### src/rtl/fp32_addsub_seq_pkg.sv
// Shared constants and types for the fp32 add/sub sequencer and its wait timer.
package fp32_addsub_seq_pkg;

  localparam int unsigned FP32_W = 32;

  localparam logic [FP32_W-1:0] FP32_QNAN   = 32'h7FC0_0000;
  localparam logic              FP32_OP_ADD = 1'b0;
  localparam logic              FP32_OP_SUB = 1'b1;

  typedef enum logic [1:0] {
    ST_IDLE  = 2'd0,
    ST_ISSUE = 2'd1,
    ST_WAIT  = 2'd2,
    ST_OUT   = 2'd3
  } seq_state_e;

  typedef struct packed {
    logic [FP32_W-1:0] a;
    logic [FP32_W-1:0] b;
  } fp32_pair_t;

  typedef struct packed {
    logic [FP32_W-1:0] result;
    logic              op;
    logic              timeout;
  } seq_resp_t;

  // Counter width able to hold the value 'limit' itself.
  function automatic int unsigned timer_width(input int unsigned limit);
    return $clog2(limit + 1);
  endfunction

endpackage

### src/rtl/fp32_addsub_seq_wait_timer.sv
// Saturating wait counter: clear has priority over enable; expired_o is high
// while the count sits at TIMEOUT_CYCLES.
module fp32_addsub_seq_wait_timer
  import fp32_addsub_seq_pkg::*;
#(
  parameter int unsigned TIMEOUT_CYCLES = 64
) (
  input  logic clk,
  input  logic rst,
  input  logic clr_i,
  input  logic en_i,
  output logic expired_o
);

  localparam int unsigned   CW    = timer_width(TIMEOUT_CYCLES);
  localparam logic [CW-1:0] LIMIT = CW'(TIMEOUT_CYCLES);

  logic [CW-1:0] cnt_q;
  logic [CW-1:0] cnt_d;

  always_comb begin
    cnt_d = cnt_q;
    if (clr_i) begin
      cnt_d = '0;
    end else if (en_i && (cnt_q != LIMIT)) begin
      cnt_d = cnt_q + CW'(1);
    end
  end

  always_ff @(posedge clk or posedge rst) begin
    if (rst) begin
      cnt_q <= '0;
    end else begin
      cnt_q <= cnt_d;
    end
  end

  assign expired_o = (cnt_q == LIMIT);

endmodule

### src/rtl/fp32_addsub_seq.sv
// Issues each accepted operand pair to an external fp32 adder as add, then
// optionally sub, and returns every result downstream tagged with its opcode.
module fp32_addsub_seq
  import fp32_addsub_seq_pkg::*;
#(
  parameter int unsigned TIMEOUT_CYCLES = 64,
  parameter bit          DO_SUB         = 1'b1
) (
  input  logic              clk,
  input  logic              rst,
  input  logic              s_valid,
  output logic              s_ready,
  input  logic [FP32_W-1:0] s_a,
  input  logic [FP32_W-1:0] s_b,
  output logic [FP32_W-1:0] add_dina,
  output logic [FP32_W-1:0] add_dinb,
  output logic              add_op,
  output logic              add_valid_in,
  input  logic              add_valid_out,
  input  logic [FP32_W-1:0] add_result,
  output logic              m_valid,
  input  logic              m_ready,
  output logic [FP32_W-1:0] m_result,
  output logic              m_op,
  output logic              m_timeout,
  output logic              err_stray
);

  seq_state_e state_q;
  fp32_pair_t pair_q;
  seq_resp_t  resp_q;
  logic       op_q;
  logic       vin_q;
  logic       s_ready_q;
  logic       m_valid_q;
  logic       stray_q;
  logic       vout_q;
  logic       timer_expired;
  logic       vout_rise;

  fp32_addsub_seq_wait_timer #(
    .TIMEOUT_CYCLES(TIMEOUT_CYCLES)
  ) u_timer (
    .clk      (clk),
    .rst      (rst),
    .clr_i    (state_q == ST_ISSUE),
    .en_i     (state_q == ST_WAIT),
    .expired_o(timer_expired)
  );

  assign vout_rise = add_valid_out && !vout_q;

  // add_valid_in is registered, so entering ISSUE pre-decides the pulse from
  // the current valid_out; a held valid_out keeps ISSUE stalled until it drops.
  always_ff @(posedge clk or posedge rst) begin
    if (rst) begin
      state_q   <= ST_IDLE;
      pair_q    <= '0;
      resp_q    <= '0;
      op_q      <= FP32_OP_ADD;
      vin_q     <= 1'b0;
      s_ready_q <= 1'b0;
      m_valid_q <= 1'b0;
      stray_q   <= 1'b0;
      vout_q    <= 1'b0;
    end else begin
      vin_q  <= 1'b0;
      vout_q <= add_valid_out;
      if (vout_rise && (state_q != ST_WAIT)) begin
        stray_q <= 1'b1;
      end
      case (state_q)
        ST_IDLE: begin
          if (s_valid && s_ready_q) begin
            pair_q    <= '{a: s_a, b: s_b};
            op_q      <= FP32_OP_ADD;
            s_ready_q <= 1'b0;
            vin_q     <= !add_valid_out;
            state_q   <= ST_ISSUE;
          end else begin
            s_ready_q <= 1'b1;
          end
        end
        ST_ISSUE: begin
          if (vin_q) begin
            state_q <= ST_WAIT;
          end else if (!add_valid_out) begin
            vin_q <= 1'b1;
          end
        end
        ST_WAIT: begin
          // A result coinciding with expiry wins over the timeout.
          if (add_valid_out) begin
            resp_q    <= '{result: add_result, op: op_q, timeout: 1'b0};
            m_valid_q <= 1'b1;
            state_q   <= ST_OUT;
          end else if (timer_expired) begin
            resp_q    <= '{result: FP32_QNAN, op: op_q, timeout: 1'b1};
            m_valid_q <= 1'b1;
            state_q   <= ST_OUT;
          end
        end
        ST_OUT: begin
          if (m_ready) begin
            m_valid_q <= 1'b0;
            if (DO_SUB && (op_q == FP32_OP_ADD)) begin
              op_q    <= FP32_OP_SUB;
              vin_q   <= !add_valid_out;
              state_q <= ST_ISSUE;
            end else begin
              s_ready_q <= 1'b1;
              state_q   <= ST_IDLE;
            end
          end
        end
        default: state_q <= ST_IDLE;
      endcase
    end
  end

  assign s_ready      = s_ready_q;
  assign add_dina     = pair_q.a;
  assign add_dinb     = pair_q.b;
  assign add_op       = op_q;
  assign add_valid_in = vin_q;
  assign m_valid      = m_valid_q;
  assign m_result     = resp_q.result;
  assign m_op         = resp_q.op;
  assign m_timeout    = resp_q.timeout;
  assign err_stray    = stray_q;

endmodule

### config.mk
export PLATFORM = sky130hd
export DESIGN_NAME = fp32_addsub_seq
export DESIGN_NICKNAME = d
export VERILOG_FILES = /design/src/rtl/fp32_addsub_seq_pkg.sv /design/src/rtl/fp32_addsub_seq_wait_timer.sv /design/src/rtl/fp32_addsub_seq.sv
export SDC_FILE = /design/constraint.sdc
export NUM_CORES = 1
export LEC_CHECK = 0
export CORE_ASPECT_RATIO = 0.6
export CORE_MARGIN = 5
export CORE_UTILIZATION = 44
export DETAILED_ROUTE_END_ITERATION = 10
export GPL_TIMING_DRIVEN = 0
export PLACE_DENSITY = 0.85
export SKIP_CTS_REPAIR_TIMING = 1
export SLEW_MARGIN = 10
export SYNTH_ARGS = -nofsm -noshare
export SYNTH_HDL_FRONTEND = slang
export SYNTH_SLANG_ARGS = --single-unit
export TNS_END_PERCENT = 10
### constraint.sdc
create_clock -name clk -period 9.3 [get_ports clk]
set_input_delay 1.86 -clock clk [delete_from_list [all_inputs] [get_ports clk]]
set_output_delay 1.86 -clock clk [all_outputs]
set_load 0.01 [all_outputs]
# --- Word-level counts from Yosys, hierarchy flattened ---
# Cells that the tools add are included.
totals:
  elab_cells: 70
  output_inout_bits: 103
  regBits: 113
  input_bits: 101
op_classes:
  muxes: 28
  n_addsub: 1
  eq_ne: 11
  n_reduce_logical: 17
ops:
  columns: ["operator", "n"]
  rows:
  - ["$mux W34", 2]
  - ["$mux W1", 14]
  - ["$mux W7", 2]
  - ["$mux W2", 5]
  - ["$ne A2 B2 Y1 const B", 5]
  - ["$reduce_and A3 Y1", 3]
  - ["$pmux W2 S4", 1]
  - ["$reduce_bool A2 Y1", 4]
  - ["$add A7 B1 Y7 const B", 1]
  - ["$eq A7 B7 Y1 const B", 1]
  - ["$ne A7 B7 Y1 const B", 1]
  - ["$pmux W1 S2", 3]
  - ["$eq A2 B2 Y1 const B", 2]
  - ["$logic_and A1 B1 Y1", 4]
  - ["$reduce_and A2 Y1", 2]
  - ["$reduce_and A4 Y1", 1]
  - ["$ne A3 B3 Y1 const B", 1]
  - ["$pmux W1 S3", 1]
  - ["$eq A2 B1 Y1 const B", 1]
  - ["$logic_not A1 Y1", 2]
  - ["$logic_not A2 Y1", 1]

# --- Longest topological paths before layout ---
# Gate-level depths: netlist of run 1.
depth:
  word_depth: 4
  ltp_mapped: 7
  ltp_nobuf: 6

# --- Modules after synthesis ---
# From an unflattened synthesis of run 1, not the netlist that was laid out.
hier_totals:
  hier_cells: 315
  hier_area_um2: 4624.4
by_module_without_submodules:
  columns: ["mod", "seq_area_each_um2", "instances", "cells_each", "area_each_um2"]
  rows:
  - ["fp32_addsub_seq", 2652.5, 1, 272, 4206.5]
  - ["fp32_addsub_seq_wait_timer", 175.2, 1, 43, 417.9]

# --- Least setup slack after synthesis of run 1 ---
# OpenSTA, ideal clock, no wires.
synth_path:
  path_type: "in2reg"
  startpoint: "input s_valid"
  endpoint: "register pair_q, in the netlist add_dina[22]"
  path_buffers: 2
  cell_stages: 4
  path_slack_ns: 6.285
  setup_ns: 0.125
  t_required_ns: 9.175
  t_arrival_ns: 2.890
  path_cell_list: "nand3_1 clkbuf_1 buf_2 mux2_2"
synth_via:
  elab_chain_len: 2
synth_lines:
  columns: ["element", "line_no", "source"]
  rows:
  - ["start, declared", "fp32_addsub_seq.sv:11", "input logic s_valid,"]
  - ["$logic_and A1 B1 Y1", "fp32_addsub_seq.sv:74", "if (s_valid && s_ready_q) begin"]
  - ["$reduce_and A2 Y1 (no source line)", null, null]
  - ["end signal, assigned", "fp32_addsub_seq.sv:75", "pair_q <= '{a: s_a, b: s_b};"]
  - ["end, declared", "fp32_addsub_seq.sv:30", "fp32_pair_t pair_q;"]
# Every way passes these cells.
# A chain may end at the register's enable or synchronous reset.

# --- Worst setup path in the final report of run 1 ---
# Same ends and word-level chain as after synthesis.

==> impl_metrics.ini, run 1 <==
[timing]
tns_ns = 0
rsz0062_at_grt = false
slew_headroom = 0.622
max_freq_ghz = 0.294
finClkSkew_ns = 0.0111
holdWs_ns = 0.459
setup_violations = 0
worst_slew_pin_slew_ns = 0.567
min_period_ns = 3.40
fin_crit_sh = 0.365
finalMaxSlewViolations = 0
hold_viol = 0

[setup_path]
endpoint_kind = flip-flop
crit_slowest_cell = clkbuf_1
critPathLaunchType = input port
crit_arrival_ns = 3.67
path_cells = clkdlybuf4s50_1 -> nand3_1 -> clkbuf_1 -> buf_2 -> mux2_2
critPathRequiredTime_ns = 9.58
critPathBufInv = 3
critical_path.max_fanout = 10
crit_family = buffers and inverters
crit_type = input port to flip-flop
critical_path.max_stage_delay_ns = 0.43

[power]
power.total_mw = 2.54
power_density_mw_per_mm2 = 350
peakVddDrop_v = 0.000196
power.leakage_nw = 3.13

[detailed_routing]
drc_errors = 0
dr.pass1.iters = 5
vias = 3283
final_antenna_net_count = 0
finalWirelength_um = 12700
viasPerCell = 4.95
drt_iter0_drc = 82
routedWlPerCell_um = 19.1

[yosys]
synth_xor_area_frac = 0.0119
ys_ff_latch = 113
ys_types = 39
synth_adder_area_share = 0.0198
synth_fp_nets = 401
synth_top_family_by_area = multiplexers
yosys.area_share.simple = 0.0354
yosysSeqAreaShare = 0.639
synth-edff-count = 0
yosysWarningCount = 0
synth_mux_area_frac = 0.174
avgSynthCellArea_sq_um = 15.1
synth_area_sq_mm = 0.00442
netlist_instances = 293
postSynth.asyncResetShare = 1.00
yosys_most_used_dff = dfrtp_1
synth-compound-area-share = 0.0950

[cts]
clockRootBuffer = clkbuf_16
clkSlewWorstSetupHoldPaths_ns = 0.05
clkSinkCount = 113
cts_tree = done
cts_made_buffers = 17
cts_max_level = 4
insertion_delay_ns = 0.40
clockBufferDepth = 2

[flow_run]
drv_cap = 0

[cells_and_area]
final_cell_mix = clkdlybuf4s50_1, dfrtp_1, mux2_2, a22o_1, clkbuf_16
drive_gt1_frac = 0.212
fin_nets = 624
fin_cells = 663
area_growth_pct = 63.9
antenna_cells = 0
final_util = 0.737
fillers = 678
final_common_cell = clkdlybuf4s50_1

[floorplanning]
design.core.area_sq_mm = 0.00984
ios = 204
die_x_um = 139
initial_core_util = 0.449
die_height_um = 87.7
design.die.area_sq_mm = 0.0122
rows = 28

[place]
dp_hpwl_um = 9370
place.gp.congestion = 0.814
placed_cells = 632
portBuffers = 203

[global_routing]
overflow = 0
grt_max_degree = 65
grt_pass1_vias = 3688
grt_util_all_layers = 0.212
antenna_found_initial = 0
grt_pass1_wl_um = 19900

[worst_hold_path]
min_path_type = flip-flop to flip-flop

[outcome]
status = complete, no violations
registers in the layout, summed over array words and instances (netlist names), 2 cells and up:
register / cells
add_dinb: 32
u_timer.cnt_q: 7
state_q: 2
m_result: 32
add_dina: 32
synth_stat cells, drive strengths merged, types with 3 or more instances:
master    n  area [sq um]
o22a      9          78.8
a21oi     4          20.0
dfrtp   113          2830
buf      10          65.1
inv       5          18.8
ha        7          87.6
mux2     66           751
o21ai     4          35.0
nand4     3          18.8
nand2     5          26.3
nor2     11          41.3
clkbuf    6          23.8
a22o     24           210
xor2      5          43.8
stage by stage:
stage               instance area, sq um  worst slack (ns)
floorplan                           4420              4.45
global placement                    6620              2.91
detailed placement                  6660              5.52
CTS                                 7250              5.92
global route                        7250              5.79
finish                              7250              5.90
per-layer routing:
metal,part of all wire,track usage,up-vias
met5,0,0,-
met1,0.40,0.251,1630
met2,0.49,0.356,135
li1,-,-,1506
met3,0.093,0.0862,12
met4,0.012,0.0737,0
worst paths after layout:
kind                       cells after the start            to  slack [ns]       start
min reg2reg                                    1     err_stray        0.46   err_stray
min                                            1     err_stray        0.46   err_stray
min in group asynchronous                      2  add_dina[19]        1.88         rst
max in group asynchronous                      3  add_dinb[16]        6.74         rst
max                                            5  add_dina[22]        5.90     s_valid
max reg2reg                                    6  add_dina[22]        7.07  state_q[1]
final cells by class:
| type | count | area, sq um | share of cell area |
|---|---|---|---|
| multi-input combinational | 159 | 1490 | 0.205 |
| inverter | 5 | 23.8 | 0.00328 |
| tap | 135 | 169 | 0.0233 |
| buffer | 16 | 88.8 | 0.0123 |
| timing repair buffer | 204 | 2060 | 0.284 |
| clock inverter | 11 | 138 | 0.0190 |
| sequential | 113 | 2830 | 0.390 |
| clock buffer | 20 | 457 | 0.0630 |
worst reg2reg max path: stages, from the launching register on:
cell and delay, ns:
dfrtp_1 0.41, inv_1 0.11, ha_1 0.21, nand3_1 0.23, clkbuf_1 0.43, buf_2 0.35
mux2_2 0.38
kinds of logic after synthesis:
kind of cell | count (synthesis)
xor+xnor | 6
buf+inv | 21
mux | 68
compound gates | 49
fa+ha+maj | 7
simple gates | 29
flops | 113
power by group:
| group | switching, mW | leakage [nW] | total (mW) | internal [mW] |
|---|---|---|---|---|
| clock | 0.214 | 0.287 | 0.645 | 0.431 |
| sequential | 0.129 | 1.36 | 0.847 | 0.719 |
| combinational | 0.407 | 1.49 | 1.05 | 0.639 |
| total | 0.750 | 3.13 | 2.54 | 1.79 |
No activity file was read; power rests on OpenSTA's default activity.
==> inputs of run 2 (changes only) <==
--- a/config.mk
+++ b/config.mk
@@ -7,10 +7,10 @@
 export LEC_CHECK = 0
 export CORE_ASPECT_RATIO = 0.6
 export CORE_MARGIN = 5
-export CORE_UTILIZATION = 44
+export CORE_UTILIZATION = 37
 export DETAILED_ROUTE_END_ITERATION = 10
 export GPL_TIMING_DRIVEN = 0
-export PLACE_DENSITY = 0.85
+export PLACE_DENSITY = 0.76
 export SKIP_CTS_REPAIR_TIMING = 1
 export SLEW_MARGIN = 10
 export SYNTH_ARGS = -nofsm -noshare
==> constraint.sdc (replaced) <==
create_clock -name clk -period 3 [get_ports clk]
set_input_delay 0.6 -clock clk [delete_from_list [all_inputs] [get_ports clk]]
set_output_delay 0.6 -clock clk [all_outputs]
set_load 0.01 [all_outputs]
==> run 2 against run 1 <==
Combinational power rose to 3.1 times the previous value. Count of clock-buffer cells in the layout is 2 lower. Cell area grew 1.2%. Power increased to 3.1 times the previous value. Wire length decreased by 3.8%. Sequential share of layout area fell by 0.46 points. Largest cell class unchanged. Die area up 17%. Highest routed layer unchanged. Core utilization fell by 9.8 points. Global-route usage down 3.7 points. First-iteration DRC count grew 24%. Critical path type is now flip-flop to flip-flop. Register-to-register slack got worse by 6.4 ns. Cell count rose by 4.2%. Critical endpoint is now add_dinb[6].
==> impl_metrics.ini, run 2 (same netlist as run 1, synthesis figures left out) <==
[floorplanning]
design.die.area_sq_mm = 0.0143
design.core.area_sq_mm = 0.0115
die_x_um = 151
rows = 30
die_height_um = 94.7
initial_core_util = 0.385
ios = 204

[power]
power.internal_mw = 5.53
pwr-share-clk = 0.261
pwr-share-seq = 0.329
power.leakage_nw = 3.15
pwr-share-comb = 0.410
power_density_mw_per_mm2 = 1080
p_sw_frac = 0.300
power.switching_mw = 2.37
peakVddDrop_v = 0.000508

[setup_path]
path_cells = inv_1 -> ha_1 -> nand3_1 -> clkbuf_1 -> buf_2 -> mux2_2
critPathLaunchType = flip-flop
critical_path.max_stage_delay_ns = 0.45
critical_path.max_fanout = 10
crit_slowest_cell = clkbuf_1
crit_type = flip-flop to flip-flop
critPathRequiredTime_ns = 3.28
endpoint_kind = flip-flop
crit_arrival_ns = 2.60

[detailed_routing]
drc_errors = 0
vias = 3222
viasPerCell = 4.66
dr.pass1.iters = 4
routedWlPerCell_um = 17.7
final_antenna_net_count = 0
finalWirelength_um = 12200
drt_iter0_drc = 102

[cells_and_area]
final_area_sq_mm = 0.00734
area_growth_pct = 65.9
antenna_cells = 0
final_common_cell = clkdlybuf4s50_1
final_cell_mix = clkdlybuf4s50_1, dfrtp_1, mux2_2, a22o_1, clkbuf_16
seq_area_sq_mm = 0.00283
fillers = 861
multi_input_area_sq_mm = 0.00149
drive_gt1_frac = 0.217
fin_nets = 626

[cts]
cts_tree = done
clockRootBuffer = clkbuf_16
clockBufferDepth = 2
cts_made_buffers = 17
insertion_delay_ns = 0.41
clkSinkCount = 113
clkSlewWorstSetupHoldPaths_ns = 0.06
cts_max_level = 4

[global_routing]
grt_util_met2 = 0.283
antenna_found_initial = 0
grt_pass1_wl_um = 19200
grt_max_degree = 35
grt_util_all_layers = 0.174
grt_pass1_vias = 3594
grt_busiest_layer = met2
grtUsageMet3 = 0.0787
gr-usage-met1 = 0.213
overflow = 0

[flow_run]
drv_cap = 0

[timing]
finClkSkew_ns = 0.00781
hold_viol = 0
min_period_ns = 2.31
max_freq_ghz = 0.432
slew_headroom = 0.557
setup_violations = 0
rsz0062_at_grt = false
worst_slew_pin_slew_ns = 0.663
finalMaxSlewViolations = 0
holdWs_ns = 0.471
fin_crit_sh = 0.771

[worst_hold_path]
min_path_type = flip-flop to flip-flop

[outcome]
status = complete, no violations

[place]
place.gp.congestion = 0.771
portBuffers = 203
post_dp_cell_area_sq_mm = 0.00673
dp_hpwl_um = 9430
-- run 2: changes by cell type in the layout (fill, tap and decap cells not counted) --
cell,previous run,this run
clkinv_2,5,1
clkinv_4,0,3
buf_12,0,2
clkbuf_8,2,0
inv_6,1,3
clkinvlp_4,3,4
inv_8,0,1
-- run 2: layout make-up --
cell class	count	share of cell area
Clock inverter	14	0.0247
Timing Repair Buffer	206	0.286
Sequential cell	113	0.385
Inverter	5	0.00307
Tap cell	160	0.0273
Multi-Input combinational cell	159	0.203
Buffer	16	0.0121
Clock buffer	18	0.0585
-- run 2: per-stage QoR --
step           power [mW]  utilization  cells  setup WS, ns  setup TNS [ns]
2_1_floorplan        4.04            -    293          1.03               0
3_3_place_gp         5.78        0.580    656       -0.0242           -2.01
3_5_place_dp         5.91        0.586    659         0.303               0
4_1_cts              8.02        0.639    691         0.614               0
5_1_grt              8.36        0.639    691         0.478               0
6_report             7.90        0.639    691         0.688               0
-- run 2: path summary, 6_finish.rpt --
check | depth (start not counted) | to | startpoint | slack [ns]
hold / removal | 1 | err_stray | err_stray | 0.47
min in group asynchronous | 2 | add_dinb[20] | rst | 0.64
hold reg to reg | 1 | err_stray | err_stray | 0.47
max in group asynchronous | 4 | m_result[6] | rst | 1.55
setup / recovery | 6 | add_dinb[6] | state_q[1] | 0.69
setup reg to reg | 6 | add_dinb[6] | state_q[1] | 0.69
-- run 2: worst max-delay path: cells and delay by family (launching register included) --
family / cells / cell delay (ns)
DFF: 1 / 0.42
and+or+nand+nor: 1 / 0.26
adders and majority gates: 1 / 0.21
muxes: 1 / 0.37
buffers and inverters: 3 / 0.92
-- run 2: routing by layer --
layer / share of wire / up-vias
met1: 0.42 / 1571
met5: 0 / -
met4: 0.0098 / 0
met2: 0.47 / 125
li1: - / 1511
met3: 0.11 / 15
-- run 2: power groups by stage --
stage	Combinational [mW]	Sequential, mW	Clock [mW]
floorplan	1.13	2.91	0
global placement	3.20	2.58	0
detailed placement	3.28	2.62	0
CTS	3.30	2.61	2.11
global route	3.47	2.70	2.19
finish	3.23	2.60	2.06
==> patch: new RTL, config.mk and constraints of run 1 <==
Put a register stage on the output `m_timeout`. The value now appears one clock later. The other outputs are not delayed to match.
--- a/src/rtl/fp32_addsub_seq.sv
+++ b/src/rtl/fp32_addsub_seq.sv
@@ -126,7 +126,9 @@
   assign m_valid      = m_valid_q;
   assign m_result     = resp_q.result;
   assign m_op         = resp_q.op;
-  assign m_timeout    = resp_q.timeout;
+  always_ff @(posedge clk) begin
+    m_timeout <= resp_q.timeout;
+  end
   assign err_stray    = stray_q;
 
 endmodule
Check against the original RTL: same outputs for any inputs over 4 cycles, from zero or initial values and one cycle with rst high; that may be too few to reach the edited logic, so the function may still have changed.
==> patch against run 1 <==
Die area is 5.3% higher. Area after synthesis is 5.9% higher. Sequential cell count is 1 higher. First-iteration DRC count is 40% higher. Setup slack better by 0.0055 ns. Wire length is 5.2% lower. Power is 1.5% higher. Final area is 3.2% higher.
==> patch: results (changes against run 1) <==
Placement
  – Placement Cell Area: 6922 sq um (was 6656 sq um)
  – Place WS: 5.482 ns (was 5.516 ns)
  – RePlAce Congestion: 0.7877 (was 0.8137)
  – Post-DP HPWL: 9018 microns (was 9366 microns)

Worst setup path
  – R2R Setup Slk: 7.06 ns (was 7.07 ns)
  – Critical R2R Capture: add_dina[24] (was add_dina[22])
  – CP arrival: 3.67 ns (about the same)
  – RR Startpoint: state_q[0] (was state_q[1])

Global route
  – Largest net degree at the start of global routing: 66 (was 65)
  – GRT Util Overall: 18.72% (was 21.17%)
  – Vias in the first global route: 3570 (was 3688)
  – Initial antenna violation count: 0 (unchanged)
  – First-pass GRT wire length: 18900 microns (was 19860 microns)

Drt
  – Routed WL per cell: 17.14 microns (was 19.12 microns)
  – First-pass detailed-route iteration total: 4 (was 5)
  – Initial DRC count: 115 (was 82)
  – DR vias/cell: 4.806 (was 4.952)

Logic synthesis
  – Synth top area cells: dfrtp_1 60%, mux2_2 15%, buf_4 5.1%, a22o_1 4.5%, ha_1 1.9% (was dfrtp_1 64%, mux2_2 16%, a22o_1 4.8%, ha_1 2.0%, o22a_1 1.8%)
  – Unique masters post-synth: 41 (was 39)
  – Ranking of synthesized cells by instance count: 113 x dfrtp_1, 64 x mux2_2, 32 x buf_4 (was 113 x dfrtp_1, 64 x mux2_2, 24 x a22o_1)
  – FFs w/ async S/R, synth: 99.12% (was 100.0%)
  – Synthesized Nets: 434 (was 401)
  – Seq/Total Area, Yosys: 60.81% (was 63.93%)

Timing
  – Rel. slew slack: 63.76% (was 62.18%)
  – Layout Skew: 0.006333 ns (was 0.01108 ns)

Power
  – Worst IR Drop VDD: 0.0001869 V (was 0.0001958 V)
  – Leakage power: 3.285 nW (was 3.131 nW)

Status
  – Outcome: finished clean (unchanged)

Min path
  – HP Start: resp_q[0] (was err_stray)
  – WHS Endpoint: m_timeout (was err_stray)
  – Hold depth: 0 (was 1)

Layout
  – Total Nets Final: 657 (was 624)
  – Fraction of layout cells with a size suffix above 1: 25.62% (was 21.21%)
## patch: critical path: stages
cell and delay (ns):
clkdlybuf4s50_1 0.41, nand3_1 0.20, clkbuf_1 0.45, buf_2 0.36, mux2_2 0.38
## patch: cell families (layout without fill, tap and decap cells)
| logic type | count (synthesis) | in the layout | synth area share, % |
|---|---|---|---|
| xor gates and xnor gates | 6 | 6 | 1.122 |
| adders and majority gates | 7 | 7 | 1.870 |
| AOI/OAI and AO/OA | 49 | 49 | 8.977 |
| muxes | 68 | 68 | 16.46 |
| DFF | 114 | 114 | 60.81 |
| buffers and inverters | 53 | 289 | 7.427 |
| and+or+nand+nor | 29 | 29 | 3.340 |
## patch: metrics by stage
step	cells	hold slack [ns]
6_report	701	0.3787
5_1_grt	701	0.3930
4_1_cts	701	0.3769
3_5_place_dp	669	0.3619
3_3_place_gp	668	0.3602
2_1_floorplan	326	0.3479
## patch: worst max-delay path by stage
stage                               to  slack [ns]  cells past startpoint
after floorplan            add_dina[0]        4.45                      1
after global placement    add_dina[21]        2.91                      2
after detailed placement  add_dina[20]        5.48                      5
after CTS                 add_dina[20]        5.91                      5
after global routing      add_dina[25]        5.81                      5
final                     add_dina[24]        5.91                      5
## patch: cell type report
class	instances	area, sq um
inverter	5	23.77
timing repair buffer	204	2059
buffer	48	329.1
fill	725	3007
sequential	114	2848
clock buffer	22	474.2
multi-input combinational	159	1488
tap	139	173.9
clock inverter	10	83.83
## patch: power breakdown
| part | internal, mW | switching, mW |
|---|---|---|
| logic | 0.712 | 0.414 |
| registers | 0.723 | 0.123 |
| clock network | 0.386 | 0.219 |
## patch: routing by layer
layer | track usage (%) | wire, microns
met3 | 6.416 | 1000
met4 | 6.646 | 253
met2 | 30.04 | 5690
met1 | 23.61 | 5072
met5 | 0 | 0
